==> config.mk <==
export PLATFORM = sky130hd
export DESIGN_NAME = branch_pred_unit_flat
export DESIGN_NICKNAME = d
export VERILOG_FILES = /design/src/rtl/branch_pred_unit_if.sv /design/src/rtl/branch_pred_unit.sv /design/src/flat_wrapper.sv
export SDC_FILE = /design/constraint.sdc
export NUM_CORES = 1
export LEC_CHECK = 0
export ABC_AREA = 1
export CORE_AREA = 2 2 162 164
export DETAILED_ROUTE_END_ITERATION = 8
export DIE_AREA = 0 0 164 166
export PLACE_DENSITY = 0.74
export SYNTH_ARGS = -nofsm -noshare
export SYNTH_HDL_FRONTEND = slang
export SYNTH_SLANG_ARGS = --single-unit
==> constraint.sdc <==
create_clock -name clk -period 2.55 [get_ports clk]
set_input_delay 0.765 -clock clk [delete_from_list [all_inputs] [get_ports clk]]
set_output_delay 0.765 -clock clk [all_outputs]
set_load 0.005 [all_outputs]
==> src/rtl/branch_pred_unit_if.sv <==
// Fetch lookup, execute resolve, redirect and statistics signals of the branch predictor.
// The pipeline side uses the master modport; the predictor uses the slave modport.
interface branch_pred_unit_if #(
  parameter int XLEN  = 32,
  parameter int CNT_W = 32
);
  logic [XLEN-1:0]  if_pc;
  logic             if_pred_taken;
  logic             ex_valid;
  logic [XLEN-1:0]  ex_pc;
  logic [2:0]       ex_branch;
  logic             ex_less;
  logic             ex_zero;
  logic [XLEN-1:0]  ex_imm;
  logic [XLEN-1:0]  ex_rs1;
  logic             ex_pred_taken;
  logic             redirect_valid;
  logic [XLEN-1:0]  redirect_pc;
  logic [CNT_W-1:0] stat_branches;
  logic [CNT_W-1:0] stat_misses;

  modport master (
    output if_pc, ex_valid, ex_pc, ex_branch, ex_less, ex_zero, ex_imm, ex_rs1, ex_pred_taken,
    input  if_pred_taken, redirect_valid, redirect_pc, stat_branches, stat_misses
  );

  modport slave (
    input  if_pc, ex_valid, ex_pc, ex_branch, ex_less, ex_zero, ex_imm, ex_rs1, ex_pred_taken,
    output if_pred_taken, redirect_valid, redirect_pc, stat_branches, stat_misses
  );
endinterface

==> src/rtl/branch_pred_unit.sv <==
// Branch direction predictor (2-bit saturating counter table) and resolver
// producing a registered redirect on mispredicts and jumps, plus branch/miss statistics.
module branch_pred_unit #(
  parameter int XLEN        = 32,
  parameter int BHT_ENTRIES = 16,
  parameter int IDX_LSB     = 2,
  parameter int CNT_W       = 32
) (
  input logic          clk,
  input logic          rst_n,
  branch_pred_unit_if.slave bp
);
  localparam int IDX_W = $clog2(BHT_ENTRIES);

  logic [1:0]       bht_q [BHT_ENTRIES];
  logic [1:0]       bht_d [BHT_ENTRIES];
  logic             redirect_valid_q, redirect_valid_d;
  logic [XLEN-1:0]  redirect_pc_q, redirect_pc_d;
  logic [CNT_W-1:0] stat_branches_q, stat_branches_d;
  logic [CNT_W-1:0] stat_misses_q, stat_misses_d;

  logic [IDX_W-1:0] if_idx;
  logic [IDX_W-1:0] ex_idx;
  logic             is_cond;
  logic             is_jal;
  logic             is_jalr;
  logic             taken;
  logic             mispredict;
  logic [XLEN-1:0]  target;
  logic [1:0]       cnt;

  assign if_idx = bp.if_pc[IDX_LSB +: IDX_W];
  assign ex_idx = bp.ex_pc[IDX_LSB +: IDX_W];

  // Lookup reads the registered table, so a same-cycle update is not bypassed.
  assign bp.if_pred_taken = bht_q[if_idx][1];

  always_comb begin
    is_cond    = bp.ex_valid && bp.ex_branch[2];
    is_jal     = bp.ex_valid && (bp.ex_branch == 3'b001);
    is_jalr    = bp.ex_valid && (bp.ex_branch == 3'b010);
    taken      = bp.ex_branch[1] ? (bp.ex_less ^ bp.ex_branch[0])
                                 : (bp.ex_zero ^ bp.ex_branch[0]);
    mispredict = is_cond && (taken != bp.ex_pred_taken);

    if (is_jalr) begin
      target = (bp.ex_rs1 + bp.ex_imm) & ~XLEN'(1);
    end else if (is_jal || taken) begin
      target = bp.ex_pc + bp.ex_imm;
    end else begin
      target = bp.ex_pc + XLEN'(4);
    end
  end

  always_comb begin
    bht_d = bht_q;
    cnt   = bht_q[ex_idx];
    if (is_cond) begin
      if (taken && (cnt != 2'b11)) begin
        bht_d[ex_idx] = cnt + 2'b01;
      end else if (!taken && (cnt != 2'b00)) begin
        bht_d[ex_idx] = cnt - 2'b01;
      end
    end
  end

  always_comb begin
    redirect_valid_d = mispredict || is_jal || is_jalr;
    redirect_pc_d    = redirect_valid_d ? target : redirect_pc_q;
    stat_branches_d  = stat_branches_q;
    stat_misses_d    = stat_misses_q;
    if (is_cond && (stat_branches_q != '1)) begin
      stat_branches_d = stat_branches_q + CNT_W'(1);
    end
    if (mispredict && (stat_misses_q != '1)) begin
      stat_misses_d = stat_misses_q + CNT_W'(1);
    end
  end

  always_ff @(posedge clk or negedge rst_n) begin
    if (!rst_n) begin
      for (int i = 0; i < BHT_ENTRIES; i++) begin
        bht_q[i] <= 2'b01;
      end
      redirect_valid_q <= 1'b0;
      redirect_pc_q    <= '0;
      stat_branches_q  <= '0;
      stat_misses_q    <= '0;
    end else begin
      bht_q            <= bht_d;
      redirect_valid_q <= redirect_valid_d;
      redirect_pc_q    <= redirect_pc_d;
      stat_branches_q  <= stat_branches_d;
      stat_misses_q    <= stat_misses_d;
    end
  end

  assign bp.redirect_valid = redirect_valid_q;
  assign bp.redirect_pc    = redirect_pc_q;
  assign bp.stat_branches  = stat_branches_q;
  assign bp.stat_misses    = stat_misses_q;
endmodule

==> src/flat_wrapper.sv <==
// flat-port wrapper written by rule: the top's interface ports become plain ports
module branch_pred_unit_flat 
#(
  parameter int XLEN        = 32,
  parameter int BHT_ENTRIES = 16,
  parameter int IDX_LSB     = 2,
  parameter int CNT_W       = 32
)
  (clk, rst_n, bp_if_pc, bp_ex_valid, bp_ex_pc, bp_ex_branch, bp_ex_less, bp_ex_zero, bp_ex_imm, bp_ex_rs1, bp_ex_pred_taken, bp_if_pred_taken, bp_redirect_valid, bp_redirect_pc, bp_stat_branches, bp_stat_misses);
  branch_pred_unit_if #(.XLEN(XLEN), .CNT_W(CNT_W)) bp_i ();
  input logic clk;
  input logic rst_n;
  input wire logic [$bits(bp_i.if_pc)-1:0] bp_if_pc;
  input wire logic [$bits(bp_i.ex_valid)-1:0] bp_ex_valid;
  input wire logic [$bits(bp_i.ex_pc)-1:0] bp_ex_pc;
  input wire logic [$bits(bp_i.ex_branch)-1:0] bp_ex_branch;
  input wire logic [$bits(bp_i.ex_less)-1:0] bp_ex_less;
  input wire logic [$bits(bp_i.ex_zero)-1:0] bp_ex_zero;
  input wire logic [$bits(bp_i.ex_imm)-1:0] bp_ex_imm;
  input wire logic [$bits(bp_i.ex_rs1)-1:0] bp_ex_rs1;
  input wire logic [$bits(bp_i.ex_pred_taken)-1:0] bp_ex_pred_taken;
  output wire logic [$bits(bp_i.if_pred_taken)-1:0] bp_if_pred_taken;
  output wire logic [$bits(bp_i.redirect_valid)-1:0] bp_redirect_valid;
  output wire logic [$bits(bp_i.redirect_pc)-1:0] bp_redirect_pc;
  output wire logic [$bits(bp_i.stat_branches)-1:0] bp_stat_branches;
  output wire logic [$bits(bp_i.stat_misses)-1:0] bp_stat_misses;
  assign bp_i.if_pc = bp_if_pc;
  assign bp_i.ex_valid = bp_ex_valid;
  assign bp_i.ex_pc = bp_ex_pc;
  assign bp_i.ex_branch = bp_ex_branch;
  assign bp_i.ex_less = bp_ex_less;
  assign bp_i.ex_zero = bp_ex_zero;
  assign bp_i.ex_imm = bp_ex_imm;
  assign bp_i.ex_rs1 = bp_ex_rs1;
  assign bp_i.ex_pred_taken = bp_ex_pred_taken;
  assign bp_if_pred_taken = bp_i.if_pred_taken;
  assign bp_redirect_valid = bp_i.redirect_valid;
  assign bp_redirect_pc = bp_i.redirect_pc;
  assign bp_stat_branches = bp_i.stat_branches;
  assign bp_stat_misses = bp_i.stat_misses;
  branch_pred_unit #(.XLEN(XLEN), .BHT_ENTRIES(BHT_ENTRIES), .IDX_LSB(IDX_LSB), .CNT_W(CNT_W)) u_core (.clk(clk), .rst_n(rst_n), .bp(bp_i));
endmodule
==> qor.yml, run 1 <==
clocking:
  cts_tree: "yes"
  cts_num_sinks: 129
  cts.path.max_buffers: 2
  clockRootBuffer: "clkbuf_16"
  clkTransAtPathRegs_ps: 80
  insertion_delay_ps: 430
  cts_hold_buf: 0
  numCtsBuffers: 17
  h-tree-depth: 4
logic_synthesis:
  synth_edf_count: 0
  yosysSeqAreaShare_pct: 26.9
  syn_inst: 1910
  synth.avg_cell_area_sq_um: 6.31
  yosysWarnings: 0
  synth.area.top_cells: "dfrtp_1, nand2_1, inv_1"
  synth_ff_type: "dfrtp_1"
  syn-num-nets: 2118
  ys_types: 54
  yosys_register_bits: 129
  synthArstFlopShare_pct: 100
  synth_top_area_share_pct: 23.4
  yosys.area.top_type: "dfrtp_1"
  synthesis.area_sq_um: 12100
setup_path:
  rr_endpoint: "u_core.bht_q[11]"
  worstPathRequired_ps: 1790
  reg2reg_depth: 17
  cp-start-kind: "input port"
  timing.rr.start: "u_core.bht_q[5]"
  timing_worst_setup_path_type: "input port to output port"
  crit_path_end_kind: "output port"
  path_max_fanout: 6
  arrival_ps: 1730
  worst-r2r-setup-slack_ps: 310
global_routing:
  grt_max_degree: 68
  track_usage_pct: 33.8
  grt-ovfl-total: 0
  antenna_found_initial: 1
  grt_pass1_wl_um: 72600
  grt_pass1_vias: 14100
placement:
  io_buffer_count: 206
  dp_slack_ps: -820
  dpl-instance-area_sq_um: 16700
  place_congestion: 0.957
  hpwl_um: 37500
detailed_routing:
  drt-pass1-iter-count: 8
  met1_length_um: 20500
  vias: 14800
  drt_wl_total_um: 47600
  routed.top_layer: "met5"
  drtAntennaViolNets: 0
  wl_met2_um: 22100
  met3_length_um: 3800
  avgViaCountPerCell: 5.39
  drtIter0Drc: 1521
  drc_errors: 0
  post_drt_wl_per_cell_um: 17.3
timing:
  slew_viol_final: 0
  setup_slack_ps: 56.2
  tightest_slew_ps: 707
  maxSlewHeadroom_pct: 52.9
  finalHoldViolCount: 0
  finClkSkew_ps: 15.8
  layout_min_cycle_time_ps: 2490
  period_share_pct: 97.8
  fmax_ghz: 0.401
  setup_violations: 0
die:
  start_util_pct: 47.1
  fp-row-count: 59
  die_h_um: 166
  dieArea_sq_um: 27200
  pin_count: 235
  dieWidth_um: 164
  core_area_sq_um: 25600
layout:
  antennaDiodeCount: 0
  final_nets: 2611
  final_common_cell: "nand2_1"
  layout_common_cells: "nand2_1, buf_4, inv_1"
  layout-drive-gt1-share_pct: 24.9
  finalInstanceArea_sq_um: 18500
  n_fill_cell: 2003
  area_delta_synth_final_pct: 53.7
run:
  cap_violations: 0
hold_path:
  min_path_type: "input port to async pin"
status:
  outcome: "complete, no violations"
pwr:
  peakVddDrop_mv: 0.541
  p_per_area_nw_per_um2: 489
  total_leakage_power_nw: 9.38
power breakdown:
part,leakage (nW),switching (W),internal [W]
clock network,0.278,0.00120,0.00131
logic,7.54,0.00194,0.00183
registers,1.56,0.000335,0.00245
worst max path at each step:
| stage | start | to | depth (start not counted) |
|---|---|---|---|
| floorplan | bp_ex_pc[2] | u_core.bht_q[7] | 17 |
| global placement | bp_ex_imm[16] | u_core.bp.redirect_pc[19] | 10 |
| detailed placement | bp_if_pc[2] | bp_if_pred_taken | 7 |
| CTS | bp_ex_pc[2] | u_core.bht_q[11] | 19 |
| global route | bp_ex_imm[4] | u_core.bp.redirect_pc[17] | 16 |
| finish | bp_if_pc[2] | bp_if_pred_taken | 8 |
through the flow:
| stage | TNS (ps) | total power [W] | hold WS, ps | utilization, % | instances |
|---|---|---|---|---|---|
| 2_1_floorplan | -508 | 0.00432 | 453 | - | 1910 |
| 3_3_place_gp | -37300 | 0.00608 | 464 | 65.2 | 2707 |
| 3_5_place_dp | -44490 | 0.00616 | 481 | 65.2 | 2707 |
| 4_1_cts | 0 | 0.00875 | 360 | 68.9 | 2742 |
| 5_1_grt | -312 | 0.00951 | 377 | 72.4 | 2751 |
| 6_report | 0 | 0.00906 | 319 | 72.4 | 2751 |
metal layers:
metal / GRT usage (%) / vias to the layer above
met2: 55.4 / 662
li1: - / 7102
met5: 0 / -
met4: 9.15 / 2
met3: 4.35 / 90
met1: 46.9 / 6982
kinds of logic after synthesis:
| kind of cell | after synthesis | share of synthesized area, % |
|---|---|---|
| buffers and inverters | 280 | 9.07 |
| muxes | 3 | 0.249 |
| AOI/OAI and AO/OA | 241 | 10.9 |
| xor gates and xnor gates | 94 | 6.83 |
| adders and majority gates | 71 | 7.49 |
| DFF | 129 | 26.9 |
| and+or+nand+nor | 1092 | 38.5 |
Yosys cell counts, types with 6 or more instances:
cell type,n
nand2_1,644
o21bai_1,11
xor2_1,69
inv_2,11
xnor2_1,25
ha_1,69
nand3b_1,14
o21ai_0,91
buf_2,10
a21oi_1,99
inv_1,242
clkbuf_1,10
or2_2,7
dfstp_2,16
nor2_1,213
nand4_1,30
o21a_1,8
dfrtp_1,113
a31oi_1,9
nor3_1,37
nor2_2,6
nand3_1,102
nand2_2,8
critical path, stage by stage:
cell	delay, ps
buf_4	130
buf_6	130
a21oi_2	130
o21ai_1	90
o21ai_1	110
o221ai_1	140
o31ai_1	80
buf_2	150
what timing repair did:
action	CTS	global route
pin swaps	14	31
resized for setup	96	203
endpoints found under the setup margin	60	59
cloned	1	1
setup buffers	2	8
area by class of cell:
type                       instances  area (sq um)  area share [%]
multi-input combinational       1501          8860            47.8
timing repair buffer             501          4460            24.0
sequential                       129          3250            17.5
inverter                         253           962            5.19
clock buffer                      17           425            2.30
tap                              335           419            2.26
clock inverter                    15           165           0.891
(Power assumes the default switching activity.)
==> run 2, diff against run 1 <==
--- a/config.mk
+++ b/config.mk
@@ -6,10 +6,9 @@
 export NUM_CORES = 1
 export LEC_CHECK = 0
 export ABC_AREA = 1
-export CORE_AREA = 2 2 162 164
+export CORE_AREA = 2 2 223 225
 export DETAILED_ROUTE_END_ITERATION = 8
-export DIE_AREA = 0 0 164 166
-export PLACE_DENSITY = 0.74
+export DIE_AREA = 0 0 225 227
 export SYNTH_ARGS = -nofsm -noshare
 export SYNTH_HDL_FRONTEND = slang
 export SYNTH_SLANG_ARGS = --single-unit
==> run 2 against run 1 <==
- non-clock buffer count up 3
- combinational power is 2% lower
- register-to-register slack gained 100 ps
- critical endpoint unchanged
- largest power group unchanged
==> qor.yml, run 2 (synthesis gave the netlist of run 1 again) <==
status:
  outcome: "complete, no violations"
setup_path:
  worst-r2r-setup-slack_ps: 410
  timing_worst_setup_path_type: "input port to output port"
  reg2reg_depth: 13
  cp-start-kind: "input port"
  worstPathRequired_ps: 1790
  startpoint: "bp_if_pc[2]"
  rr_endpoint: "u_core.bht_q[5]"
  arrival_ps: 1740
  path_max_fanout: 7
  crit_end: "bp_if_pred_taken"
  crit_path_end_kind: "output port"
clocking:
  cts.path.max_buffers: 2
  clkTransAtPathRegs_ps: 60
  insertion_delay_ps: 440
  numCtsBuffers: 17
  clockRootBuffer: "clkbuf_16"
  cts_tree: "yes"
  cts_num_sinks: 129
  h-tree-depth: 4
pwr:
  p_per_area_nw_per_um2: 472
  total_leakage_power_nw: 9.36
  peakVddDrop_mv: 0.420
layout:
  layout_common_cells: "nand2_1, buf_4, inv_1"
  n_fill_cell: 5095
  final_common_cell: "nand2_1"
  area_delta_synth_final_pct: 54.2
  layout-drive-gt1-share_pct: 22.7
  final_nets: 2614
timing:
  finalSetupTns_ps: 0
  setup_slack_ps: 46.4
  finalHoldViolCount: 0
  finClkSkew_ps: 8.86
  rsz0062_at_grt: "yes"
  maxSlewHeadroom_pct: 62.8
  setup_violations: 0
  tightest_slew_ps: 554
  period_share_pct: 98.2
  layout_min_cycle_time_ps: 2500
  slew_viol_final: 0
  fmax_ghz: 0.399
global_routing:
  met2_usage_pct: 31.7
  track_usage_pct: 19.5
  grt_pass1_vias: 13700
  antenna_found_initial: 7
  met3_usage_pct: 2.49
  grt_max_degree: 37
  busiest_layer: "met2"
  use_met1_pct: 26.7
  grt-ovfl-total: 0
  grt_pass1_wl_um: 75900
die:
  pin_count: 235
  die_h_um: 227
  start_util_pct: 24.8
  core_area_sq_um: 48500
  fp-row-count: 81
  dieArea_sq_um: 51100
  dieWidth_um: 225
placement:
  place_congestion: 0.936
  io_buffer_count: 206
  dp_slack_ps: -772
  hpwl_um: 42500
detailed_routing:
  post_drt_wl_per_cell_um: 16.6
  vias: 14200
  drc_errors: 0
  drtIter0Drc: 940
  drtAntennaViolNets: 0
  drt-pass1-iter-count: 5
  avgViaCountPerCell: 4.66
  drt_wl_total_um: 50500
run:
  cap_violations: 0
hold_path:
  min_path_type: "input port to async pin"
[run 2: report_power, final]
part / internal [W] / switching (W)
clock network: 0.00135 / 0.000984
logic: 0.00178 / 0.00189
registers: 0.00246 / 0.000329
[run 2: worst min-delay path by stage]
stage | end | startpoint | cells after the start
2_1_floorplan | u_core.bht_q[13] | u_core.bht_q[13] | 2
3_3_place_gp | u_core.bp.redirect_pc[1] | u_core.bp.redirect_pc[1] | 2
3_5_place_dp | u_core.bp.redirect_pc[1] | u_core.bp.redirect_pc[1] | 2
4_1_cts | u_core.bp.redirect_pc[0] | rst_n | 1
5_1_grt | u_core.bp.redirect_pc[23] | rst_n | 1
6_report | u_core.bp.redirect_pc[14] | rst_n | 1
[run 2: layout make-up]
type / count / area [sq um] / area share (%)
clock buffer: 21 / 480 / 2.58
multi-input combinational: 1501 / 8570 / 46.1
tap: 622 / 778 / 4.18
inverter: 253 / 955 / 5.13
clock inverter: 11 / 78.8 / 0.424
timing repair buffer: 504 / 4480 / 24.1
antenna: 3 / 7.51 / 0.0404
sequential: 129 / 3250 / 17.5
[run 2: critical path, stage by stage]
cell     delay (ps)
buf_2           120
buf_6           130
mux2i_1         120
o211a_1         240
o31ai_1         200
buf_2           160
[run 2: timing repair]
item / 4_1_cts / 5_1_grt
endpoints found under the setup margin: 59 / 58
resized for setup: 89 / 150
pin swaps: 10 / 14
hold buffers: 0 / 0
gates cloned: 1 / 0
buffers inserted: 3 / 1
endpoints found under the hold margin: 0 / 0
[run 2: per-layer routing]
layer  vias to the layer above  routed length (um)
met5                         -                  22
li1                       7106                   -
met3                        68                2220
met4                         4                1340
met2                       391               23200
met1                      6626               23800
[run 2: per-stage QoR]
stage | hold WS, ps | instance area (sq um) | total power, W | utilization [%] | std cells
2_1_floorplan | 453 | 12200 | 0.00432 | - | 1910
3_3_place_gp | 475 | 17200 | 0.00625 | 35.4 | 3004
3_5_place_dp | 477 | 17200 | 0.00629 | 35.4 | 3004
4_1_cts | 231 | 17900 | 0.00870 | 37.0 | 3040
5_1_grt | 235 | 18600 | 0.00934 | 38.3 | 3044
6_report | 229 | 18600 | 0.00878 | 38.3 | 3044
==> run 3, diff against run 2 <==
--- a/config.mk
+++ b/config.mk
@@ -9,6 +9,7 @@
 export CORE_AREA = 2 2 223 225
 export DETAILED_ROUTE_END_ITERATION = 8
 export DIE_AREA = 0 0 225 227
+export MAX_ROUTING_LAYER = met4
 export SYNTH_ARGS = -nofsm -noshare
 export SYNTH_HDL_FRONTEND = slang
 export SYNTH_SLANG_ARGS = --single-unit
==> run 3 against run 2 <==
- sequential share of layout area down 0.14 points
- critical path depth up 5
- non-clock buffer count up 8
- flip-flop and latch count unchanged
- largest cell class unchanged
==> qor.yml, run 3 (synthesis gave the netlist of run 1 again) <==
die:
  core_area_sq_um: 48500
  pin_count: 235
  die_h_um: 227
  fp-row-count: 81
  start_util_pct: 24.8
  dieArea_sq_um: 51100
  dieWidth_um: 225
global_routing:
  grt_max_degree: 39
  track_usage_pct: 20.0
  grt-ovfl-total: 0
  antenna_found_initial: 6
  grt_pass1_wl_um: 76400
  grt_pass1_vias: 13800
layout:
  fin_util_pct: 38.6
  layout-drive-gt1-share_pct: 24.4
  layout_common_cells: "nand2_1, buf_4, inv_1"
  area_delta_synth_final_pct: 55.5
  n_fill_cell: 5064
  final_common_cell: "nand2_1"
  final_nets: 2622
setup_path:
  critical_path.cell_chain: "clkdlybuf4s50_1, inv_1, nor2_1, a21oi_2, buf_4, inv_2, o21ai_0, o22ai_1, buf_4, nand2_1, a31oi_1"
  max_stage_delay_ps: 510
  crit_path_end_kind: "register"
  slowest_stage: "clkdlybuf4s50_1"
  crit_top_cell: "buf_4"
  worst-r2r-setup-slack_ps: 370
  worstPathRequired_ps: 2910
  cp-start-kind: "input port"
  reg2reg_depth: 17
  path_max_fanout: 13
  rr_endpoint: "u_core.bht_q[31]"
  critPathBufInv: 5
  timing_worst_setup_path_type: "input port to register"
  critPathTopFamily: "buffers and inverters"
  timing.rr.start: "u_core.bht_q[13]"
  arrival_ps: 2880
placement:
  hpwl_um: 42100
  io_buffer_count: 206
  place_congestion: 0.964
clocking:
  h-tree-depth: 4
  clockRootBuffer: "clkbuf_16"
  insertion_delay_ps: 440
  cts_tree: "yes"
  cts_hold_buf: 0
  numCtsBuffers: 17
  clkTransAtPathRegs_ps: 70
  cts.path.max_buffers: 2
  cts_num_sinks: 129
status:
  outcome: "complete, no violations"
timing:
  rsz0062_at_grt: "yes"
  finalHoldViolCount: 0
  setup_violations: 0
  hold-worst-slack_ps: 246
  tightest_slew_ps: 530
  fmax_ghz: 0.398
  finClkSkew_ps: 8.20
  finalSetupTns_ps: 0
  layout_min_cycle_time_ps: 2520
  maxSlewHeadroom_pct: 64.4
  slew_viol_final: 0
  period_share_pct: 98.6
detailed_routing:
  drtIter0Drc: 888
  post_drt_wl_per_cell_um: 16.5
  drt_wl_total_um: 50400
  drc_errors: 0
  drt-pass1-iter-count: 6
  avgViaCountPerCell: 4.64
  vias: 14200
  drtAntennaViolNets: 0
run:
  cap_violations: 0
pwr:
  total_leakage_power_nw: 9.47
  p_per_area_nw_per_um2: 481
  peakVddDrop_mv: 0.455
hold_path:
  min_path_type: "input port to async pin"
-- run 3: cell count changes in the layout (fill, tap and decap cells not counted), sizes merged --
cell	change
clkdlybuf4s50	-3
buf	+7
clkbuf	+4
dlymetal6s2s	+11
dlygate4sd2	-14
bufinv	+2
diode	+2
inv	+2
clkinv	-1
-- run 3: per-layer routing --
| metal | wire, um | part of all wire [%] | track usage, % | up-vias |
|---|---|---|---|---|
| met2 | 23600 | 47 | 32.5 | 343 |
| met4 | 894 | 1.8 | 4.38 | 0 |
| met1 | 23900 | 47 | 26.8 | 6641 |
| met5 | 0 | 0 | - | - |
| li1 | - | - | - | 7129 |
| met3 | 1960 | 3.9 | 2.35 | 49 |
-- run 3: what timing repair did --
action                     CTS  global route
setup buffers                0             9
resized for setup           99           188
gates cloned                 2             0
setup endpoints to repair   59            58
pin swaps                    8            25
-- run 3: final cells by class --
class | count | area, sq um | share of cell area (%)
clock inverters | 14 | 154 | 0.821
repair buffers | 512 | 4480 | 23.9
multi-input cells | 1501 | 8680 | 46.3
diodes | 5 | 12.5 | 0.0667
flip-flops and latches | 129 | 3250 | 17.3
clock buffers | 18 | 439 | 2.34
well taps | 622 | 778 | 4.15
inverters | 253 | 957 | 5.10
-- run 3: worst max-delay path by stage --
stage / from / end / slack (ps) / cells after the start
floorplan: bp_ex_pc[2] / u_core.bht_q[7] / -40 / 17
global placement: bp_if_pc[2] / bp_if_pred_taken / -780 / 8
detailed placement: bp_ex_pc[2] / register / -730 / 17
CTS: bp_ex_imm[19] / u_core.bp.redirect_pc[25] / -50 / 14
global route: bp_ex_rs1[2] / u_core.bp.redirect_pc[31] / -60 / 17
finish: bp_ex_branch[0] / u_core.bp.redirect_pc[5] / 30 / 11
-- run 3: worst register-to-register path: cells and delay by family, from the launching register on --
family | cells | cell delay, ps
and+or+nand+nor | 7 | 670
adders and majority gates | 1 | 230
buffers and inverters | 4 | 380
DFF | 1 | 380
AOI/OAI and AO/OA | 5 | 380
-- run 3: where the power goes --
part	switching, W	total [W]	leakage [nW]	internal [W]
clock network	0.00104	0.00251	0.289	0.00148
logic	0.00192	0.00372	7.62	0.00180
registers	0.000333	0.00279	1.56	0.00245
total	0.00329	0.00902	9.47	0.00573
-- run 3: metrics by stage --
stage | worst slack [ps] | area, sq um | cells | power (W)
finish | 35.0 | 18800 | 3054 | 0.00902
global route | -56.5 | 18800 | 3054 | 0.00956
CTS | -48.9 | 18100 | 3040 | 0.00891
detailed placement | -726 | 17100 | 3006 | 0.00629
global placement | -779 | 17100 | 3006 | 0.00625
floorplan | -41.0 | 12200 | 1910 | 0.00432
